**src/rtl/icache_refill.sv**
```systemverilog
// Instruction-cache refill controller: fetches one cacheline word by word from
// memory and hands the assembled line plus a round-robin victim to the cache set.
module icache_refill #(
  parameter int unsigned N_CACHELINE_LENGTH = 4,
  parameter int unsigned N_CACHELINES       = 8,
  parameter int unsigned BITSIZE            = 32
) (
  input  logic                                  clk,
  input  logic                                  rst_i,
  input  logic                                  miss_i,
  input  logic [31:0]                           miss_addr_i,
  input  logic                                  abort_i,
  output logic                                  busy_o,
  output logic                                  mem_req_o,
  output logic [31:0]                           mem_addr_o,
  input  logic                                  mem_ack_i,
  input  logic                                  mem_rvalid_i,
  input  logic [BITSIZE-1:0]                    mem_rdata_i,
  output logic [BITSIZE*N_CACHELINE_LENGTH-1:0] line_o,
  output logic [N_CACHELINES-1:0]               replace_o,
  output logic                                  done_o
);

  localparam int unsigned W_BYTES = BITSIZE / 8;
  localparam int unsigned CNT_W   = $clog2(N_CACHELINE_LENGTH);
  localparam int unsigned VP_W    = (N_CACHELINES > 1) ? $clog2(N_CACHELINES) : 1;
  localparam int unsigned LINE_W  = BITSIZE * N_CACHELINE_LENGTH;
  localparam logic [31:0] OFF_MASK = 32'(N_CACHELINE_LENGTH * W_BYTES - 1);
  localparam logic [CNT_W-1:0] CNT_LAST = CNT_W'(N_CACHELINE_LENGTH - 1);
  localparam logic [VP_W-1:0]  VP_LAST  = VP_W'(N_CACHELINES - 1);

  typedef enum logic [2:0] {
    S_IDLE,
    S_REQ,
    S_WAIT,
    S_WRITE,
    S_DRAIN
  } state_t;

  state_t             state_q, state_d;
  logic [31:0]        base_q;
  logic [CNT_W-1:0]   cnt_q;
  logic [VP_W-1:0]    vp_q;
  logic [LINE_W-1:0]  line_q;

  // State register
  always_ff @(posedge clk) begin
    if (rst_i) state_q <= S_IDLE;
    else       state_q <= state_d;
  end

  // Next-state logic; aborts win over progress except in WRITE and DRAIN
  always_comb begin
    state_d = state_q;
    case (state_q)
      S_IDLE:  if (miss_i && !abort_i) state_d = S_REQ;
      S_REQ: begin
        if (abort_i)        state_d = mem_ack_i ? S_DRAIN : S_IDLE;
        else if (mem_ack_i) state_d = S_WAIT;
      end
      S_WAIT: begin
        if (abort_i)           state_d = mem_rvalid_i ? S_IDLE : S_DRAIN;
        else if (mem_rvalid_i) state_d = (cnt_q == CNT_LAST) ? S_WRITE : S_REQ;
      end
      S_WRITE: state_d = S_IDLE;
      S_DRAIN: if (mem_rvalid_i) state_d = S_IDLE;
      default: state_d = S_IDLE;
    endcase
  end

  // Line base, word counter, line buffer and victim pointer
  always_ff @(posedge clk) begin
    if (rst_i) begin
      base_q <= '0;
      cnt_q  <= '0;
      vp_q   <= '0;
      line_q <= '0;
    end else begin
      case (state_q)
        S_IDLE: begin
          if (miss_i && !abort_i) begin
            base_q <= miss_addr_i & ~OFF_MASK;
            cnt_q  <= '0;
          end
        end
        S_WAIT: begin
          if (mem_rvalid_i && !abort_i) begin
            for (int i = 0; i < int'(N_CACHELINE_LENGTH); i++) begin
              if (cnt_q == CNT_W'(i)) line_q[i*BITSIZE +: BITSIZE] <= mem_rdata_i;
            end
            if (cnt_q != CNT_LAST) cnt_q <= cnt_q + CNT_W'(1);
          end
        end
        S_WRITE: vp_q <= (vp_q == VP_LAST) ? '0 : vp_q + VP_W'(1);
        default: ;
      endcase
    end
  end

  // Outputs decode registered state only
  always_comb begin
    busy_o     = (state_q != S_IDLE);
    mem_req_o  = 1'b0;
    mem_addr_o = '0;
    replace_o  = '0;
    done_o     = 1'b0;
    case (state_q)
      S_REQ: begin
        mem_req_o  = 1'b1;
        mem_addr_o = base_q + 32'(cnt_q) * 32'(W_BYTES);
      end
      S_WRITE: begin
        replace_o = N_CACHELINES'(1) << vp_q;
        done_o    = 1'b1;
      end
      default: ;
    endcase
  end

  assign line_o = line_q;

endmodule

```
**config.mk**
```make
export PLATFORM = sky130hd
export DESIGN_NAME = icache_refill
export DESIGN_NICKNAME = d
export VERILOG_FILES = /design/src/rtl/icache_refill.sv
export SDC_FILE = /design/constraint.sdc
export NUM_CORES = 1
export LEC_CHECK = 0
export ABC_AREA = 1
export CAP_MARGIN = 5
export CORE_ASPECT_RATIO = 1.4
export CORE_MARGIN = 3
export CORE_UTILIZATION = 40
export CTS_CLUSTER_DIAMETER = 80
export DETAILED_ROUTE_END_ITERATION = 16
export GPL_TIMING_DRIVEN = 0
export PLACE_DENSITY = 0.77
export SYNTH_ARGS = -nofsm -noshare
export SYNTH_HDL_FRONTEND = slang
export SYNTH_SLANG_ARGS = --single-unit
```
**constraint.sdc**
```tcl
create_clock -name clk -period 1.4 [get_ports clk]
set_clock_uncertainty 0.15 [all_clocks]
set_input_delay 0.28 -clock clk [delete_from_list [all_inputs] [get_ports clk]]
set_output_delay 0.28 -clock clk [all_outputs]
set_load 0.05 [all_outputs]
```
==> results of run 1 <==
[layer usage]
metal  wire length [um]  vias up  GRT usage (%)
li1                   -     3261              -
met1               8730     3138           28.3
met2              13300      258           51.2
met3               1560       60           6.85
met4                993        0           12.9
met5                  0        -              0
[cells by family after synthesis]
family / count (synthesis) / share of synthesized area [%]
AO/OA/AOI/OAI: 194 / 15.4
adder cells (fa/ha/maj): 10 / 1.98
buffers and inverters: 106 / 8.50
flip-flops: 164 / 51.9
other: 1 / 0.0593
AND/OR/NAND/NOR: 342 / 22.1
[sequential cells by signal, indices dropped and copies added, names as in the netlist]
name     flops
base_q      28
line_o     128
cnt_q        2
state_q      3
vp_q         3
[how the worst max path moves through the flow]
| stage | start | end | cells past startpoint |
|---|---|---|---|
| 3_3_place_gp | rst_i | line_o[48] | 6 |
| 5_1_grt | state_q[1] | mem_addr_o[13] | 5 |
| 3_5_place_dp | rst_i | line_o[64] | 6 |
| 6_report | state_q[1] | mem_addr_o[3] | 5 |
| 4_1_cts | state_q[1] | replace_o[0] | 6 |
| 2_1_floorplan | state_q[0] | mem_addr_o[10] | 5 |
[cells in the final DEF, fill, tap and decap left out, types with 5 or more instances in the layout]
cell and n:
nor2_1 261, dfxtp_1 148, buf_6 124, o21ai_2 89
buf_4 77, clkdlybuf4s50_1 65, o21ai_1 48, inv_1 40
nor2_4 36, a21oi_1 32, clkbuf_16 31, buf_8 20
o21ai_0 20, nand2_1 16, buf_12 12, clkbuf_1 12
dfxtp_2 12, ha_1 9, nand3_1 8, nor3_4 7
clkbuf_8 6, buf_16 6, inv_2 5
[power breakdown]
group          switching (W)  total (W)  internal (W)
Combinational        0.00367    0.00617       0.00250
Sequential          0.000244    0.00533       0.00509
Clock                0.00204    0.00469       0.00265
Total                0.00595     0.0162        0.0102
[repair_timing]
action / CTS / global route
cloned: 21 / 1
buffers inserted: 35 / 4
hold buffers: 0 / 0
pin swaps: 11 / 7
setup endpoints to repair: 331 / 311
resized for setup: 1274 / 60
[stage by stage]
stage          TNS (ns)  worst slack [ns]
2_1_floorplan    -21.91            -0.646
3_3_place_gp    -185.71             -1.08
3_5_place_dp    -186.28             -1.11
4_1_cts          -85.05            -0.659
5_1_grt          -96.51            -0.712
6_report         -82.91            -0.651
[critical path: stages, from the launching register on]
cell,delay [ns]
dfxtp_4,0.36
nor3_4,0.26
inv_4,0.12
clkbuf_8,0.20
nor2_4,0.09
buf_6,0.16
[layout make-up]
cell class,instances,area [um2]
fill,1093,3640
sequential,164,3310
timing repair buffer,295,3290
multi-input combinational,548,3230
buffer,53,702
clock buffer,17,425
inverter,53,255
tap,192,240
clock inverter,13,151
==> reports/qor.yml, run 1 <==
status:
  status: "finished, violations left"
  violations: "negative setup slack"
placed_design:
  portBuffers: 234
  gp_congestion: 0.809
  post_dp_cell_area_mm2: 0.00942
  post-dp-hpwl_um: 15200
  dp_cells: 1244
timing:
  setup_slack_ns: -0.651
  rsz0062_at_grt: "true"
  finalHoldViolations: 0
  whs_ns: 0.328
  fin_crit_ns: 2.05
  setup_viol: 212
  slew_violations: 0
  max_slew_margin_pct: 42.9
  finalCritPeriodShare_pct: 147
  tightest_slew_ns: 0.857
  max_freq_mhz: 488
synthesis:
  synth_edf_count: 0
  synth-async-reset-ratio_pct: 0
  ys_ff_latch: 164
  syn-instance-count: 817
  synth_area_mm2: 0.00633
  yosysTopAreaCellShare_pct: 51.9
  synth_ff_type: "dfxtp_1"
  synth_top_cell_by_area: "dfxtp_1"
  synth-seq-area-share_pct: 51.9
  yosys_warnings: 0
  yosysMostFrequentCell: "nor2_1"
  synth_cell_type_count: 27
  avgSynthCellArea_um2: 7.74
  synthTopCellsByArea: "dfxtp_1 52%, nor2_1 18%, o21ai_0 11%"
  synth_common_cells: "299 x nor2_1, 164 x dfxtp_1, 138 x o21ai_0"
die:
  fp.dieH_um: 155
  start_util_pct: 41.5
  die_width_um: 112
  die_area_mm2: 0.0174
  core_area_mm2: 0.0153
  rows: 53
  io_pins: 241
clock_tree:
  clock_tree.root_cell: "clkbuf_16"
  cts_tree: "yes"
  numCtsBuffers: 17
  clockBufferDepth: 2
  clkTransAtPathRegs_ns: 0.07
  htree_num_levels: 4
  clock-sinks: 164
  clkLatencyLatePin_ns: 0.42
critical_path:
  ff2ff_setup_slack_ns: -0.51
  worstPathArrival_ns: 1.62
  critPathKind: "register to output pin"
  r2r-end: "line_o[51]"
  r2r-start: "state_q[2]"
  critPathMaxFanout: 6
  end_kind: "output pin"
  critPathRequiredTime_ns: 0.97
  r2r_cells: 11
  critPathLaunchType: "register"
global_route:
  grt_usage_pct: 27.4
  antenna_found_initial: 0
  grt_pass1_vias: 6711
  grt_max_degree: 17
  overflow: 0
  grt_pass1_wl_um: 37200
cells_and_area:
  design_area_mm2: 0.0116
  fin_nets: 1212
  instances_no_fill: 1335
  final_core_util_pct: 76.1
  area_delta_synth_final_pct: 83.5
  layout-drive-gt1-share_pct: 41.9
  insertedDiodeCount: 0
drt:
  wl_um: 24600
  drtIter0Drc: 231
  routed_via_density: 5.03
  drc: 0
  dr.pass1.iters: 7
  wl_per_cell_um: 18.4
  via_count: 6717
  ant_nets: 0
hold_path:
  min_to: "base_q[29]"
  holdPathStages: 3
  min-delay-start: "miss_addr_i[29]"
  hold_class: "primary input to register"
power_and_ir_drop:
  ir_worst_vdd_mv: 0.875
  total_power_w: 0.0162
  p_leak_nw: 4.77
  p_per_area_mw_per_mm2: 1390
flow_run:
  drv_cap: 0
(Power assumes the default switching activity.)
==> inputs of run 2 (changes only) <==
Settings changed: ABC_AREA 1 to not set, PLACE_DENSITY 0.77 to 0.76.
==> run 2 against run 1 <==
Against the previous run: the flow still finishes with violations (negative setup slack); maximum frequency down 8.9%; area after synthesis up 2.3%; worst setup slack worse by 0.20 ns; count of clock-buffer cells in the layout up 5; critical path type is now register to register.
==> reports/qor.yml, run 2 <==
status:
  status: "finished, violations left"
  violations: "negative setup slack"
clock_tree:
  clock_tree.root_cell: "clkbuf_16"
  clockBufferDepth: 2
  clkLatencyLatePin_ns: 0.43
  clkTransAtPathRegs_ns: 0.06
  cts_tree: "yes"
  clock-sinks: 164
  htree_num_levels: 4
  numCtsBuffers: 17
drt:
  ant_nets: 0
  drc: 0
  via_count: 5809
  dr.pass1.iters: 4
  routed_via_density: 4.90
  drtIter0Drc: 220
  wl_um: 21400
  wl_per_cell_um: 18.1
critical_path:
  r2r-end: "line_o[70]"
  critPathMaxFanout: 7
  critPathRequiredTime_ns: 1.53
  ff2ff_setup_slack_ns: -0.85
  r2r_cells: 11
  end_kind: "register"
  crit_start: "state_q[2]"
  worstPathArrival_ns: 2.38
  r2r-start: "state_q[2]"
  critPathLaunchType: "register"
  critPathKind: "register to register"
synthesis:
  synthTopCellsByArea: "dfxtp_1 51%, mux2i_1 20%, nor2_1 7.9%"
  synth_cell_type_count: 35
  synth_area_mm2: 0.00647
  yosys_warnings: 0
  synth_ff_type: "dfxtp_1"
  yosysTopAreaCellShare_pct: 50.7
  yosysMostFrequentCell: "dfxtp_1"
  synth_common_cells: "164 x dfxtp_1, 136 x nor2_1, 129 x mux2i_1"
  syn-instance-count: 658
  synth-seq-area-share_pct: 50.7
  synth_edf_count: 0
  synth_top_cell_by_area: "dfxtp_1"
  ys_ff_latch: 164
  avgSynthCellArea_um2: 9.83
  synth-async-reset-ratio_pct: 0
die:
  start_util_pct: 41.1
  io_pins: 241
  die_area_mm2: 0.0178
  fp.dieH_um: 156
  rows: 54
  die_width_um: 113
  core_area_mm2: 0.0157
global_route:
  antenna_found_initial: 0
  grt_max_degree: 17
  grt_pass1_wl_um: 31800
  grt_usage_pct: 23.2
  grt_pass1_vias: 5780
  overflow: 0
power_and_ir_drop:
  ir_worst_vdd_mv: 1.00
  p_per_area_mw_per_mm2: 1040
  total_power_w: 0.0120
  p_leak_nw: 5.64
placed_design:
  gp_congestion: 0.789
  post-dp-hpwl_um: 13400
  dp_slack_ns: -1.25
  portBuffers: 233
cells_and_area:
  area_delta_synth_final_pct: 77.7
  final_common_cell: "buf_6"
  final_cell_mix: "166 x buf_6, 133 x nor2_1, 121 x mux2i_1, 119 x dfxtp_2, 64 x clkdlybuf4s50_1"
  largest_reg_flops: 128
  fin_nets: 1057
  insertedDiodeCount: 0
  layout-drive-gt1-share_pct: 50.7
timing:
  setup_viol: 205
  rsz0062_at_grt: "true"
  finalCritPeriodShare_pct: 161
  max_freq_mhz: 444
  max_slew_margin_pct: 59.1
  fin_crit_ns: 2.25
  finalHoldViolations: 0
  slew_violations: 0
  setup_slack_ns: -0.851
  tns_ns: -138.36
  tightest_slew_ns: 0.614
hold_path:
  holdPathStages: 3
  min-delay-start: "abort_i"
  hold_class: "primary input to register"
  min_to: "state_q[2]"
flow_run:
  drv_cap: 0
-- run 2: worst max path at each step --
| stage | end | slack [ns] |
|---|---|---|
| after global placement | mem_addr_o[9] | -1.24 |
| after CTS | mem_addr_o[7] | -0.86 |
| final | line_o[70] | -0.85 |
| after global routing | line_o[70] | -0.91 |
| after detailed placement | mem_addr_o[7] | -1.25 |
| after floorplan | mem_addr_o[10] | -0.43 |
-- run 2: logic make-up after synthesis --
group | Yosys count | share of synthesized area [%]
DFF | 164 | 50.7
AOI/OAI and AO/OA | 42 | 3.62
muxes | 130 | 20.1
and+or+nand+nor | 256 | 18.3
adders and majority gates | 10 | 1.93
other | 1 | 0.0579
buffers and inverters | 55 | 5.26
-- run 2: metal layers --
layer	GRT usage (%)	vias up	wire length, um
met5	0	-	0
met4	8.99	0	516
met3	7.04	37	1320
met2	42.0	203	11600
met1	25.0	2763	7990
li1	-	2806	-
-- run 2: repair_timing --
item                       in CTS  in global routing
setup endpoints to repair     333                301
cloned                         15                  1
gates resized for setup      1293                173
pin swaps                       8                 15
hold buffers                    0                  0
setup buffers                  46                 13
-- run 2: area by class of cell --
type | count | area, um2
inverter | 8 | 33.8
sequential | 164 | 3440
multi-input combinational | 440 | 3150
tap | 196 | 245
clock inverter | 9 | 97.6
clock buffer | 22 | 464
buffer | 42 | 428
timing repair buffer | 304 | 3640
fill | 1119 | 4240
-- run 2: through the flow --
stage | utilization, % | hold WS (ns) | cells | area [um2]
after CTS | 70.6 | 0.0374 | 1178 | 11100
after global placement | 59.0 | 0.294 | 1088 | 9290
after global routing | 73.0 | 0.0910 | 1185 | 11500
after detailed placement | 59.0 | 0.296 | 1088 | 9290
final | 73.0 | 0.0828 | 1185 | 11500
after floorplan | - | 0.270 | 659 | 6710
-- run 2: worst max-delay path, cell delays in order, from the launching register on --
cell and delay, ns:
dfxtp_2 0.32, buf_6 0.11, buf_4 0.13, buf_6 0.11, buf_6 0.11, nor3b_4 0.20, buf_12 0.15, buf_6 0.09
nand3_4 0.21, clkbuf_16 0.26, mux2i_1 0.18, nor2_1 0.08
-- run 2: power by group --
| part | leakage, nW | internal (W) | switching, W |
|---|---|---|---|
| clock | 0.273 | 0.00256 | 0.00193 |
| sequential | 1.39 | 0.00478 | 0.0000660 |
| combinational | 3.99 | 0.00127 | 0.00135 |
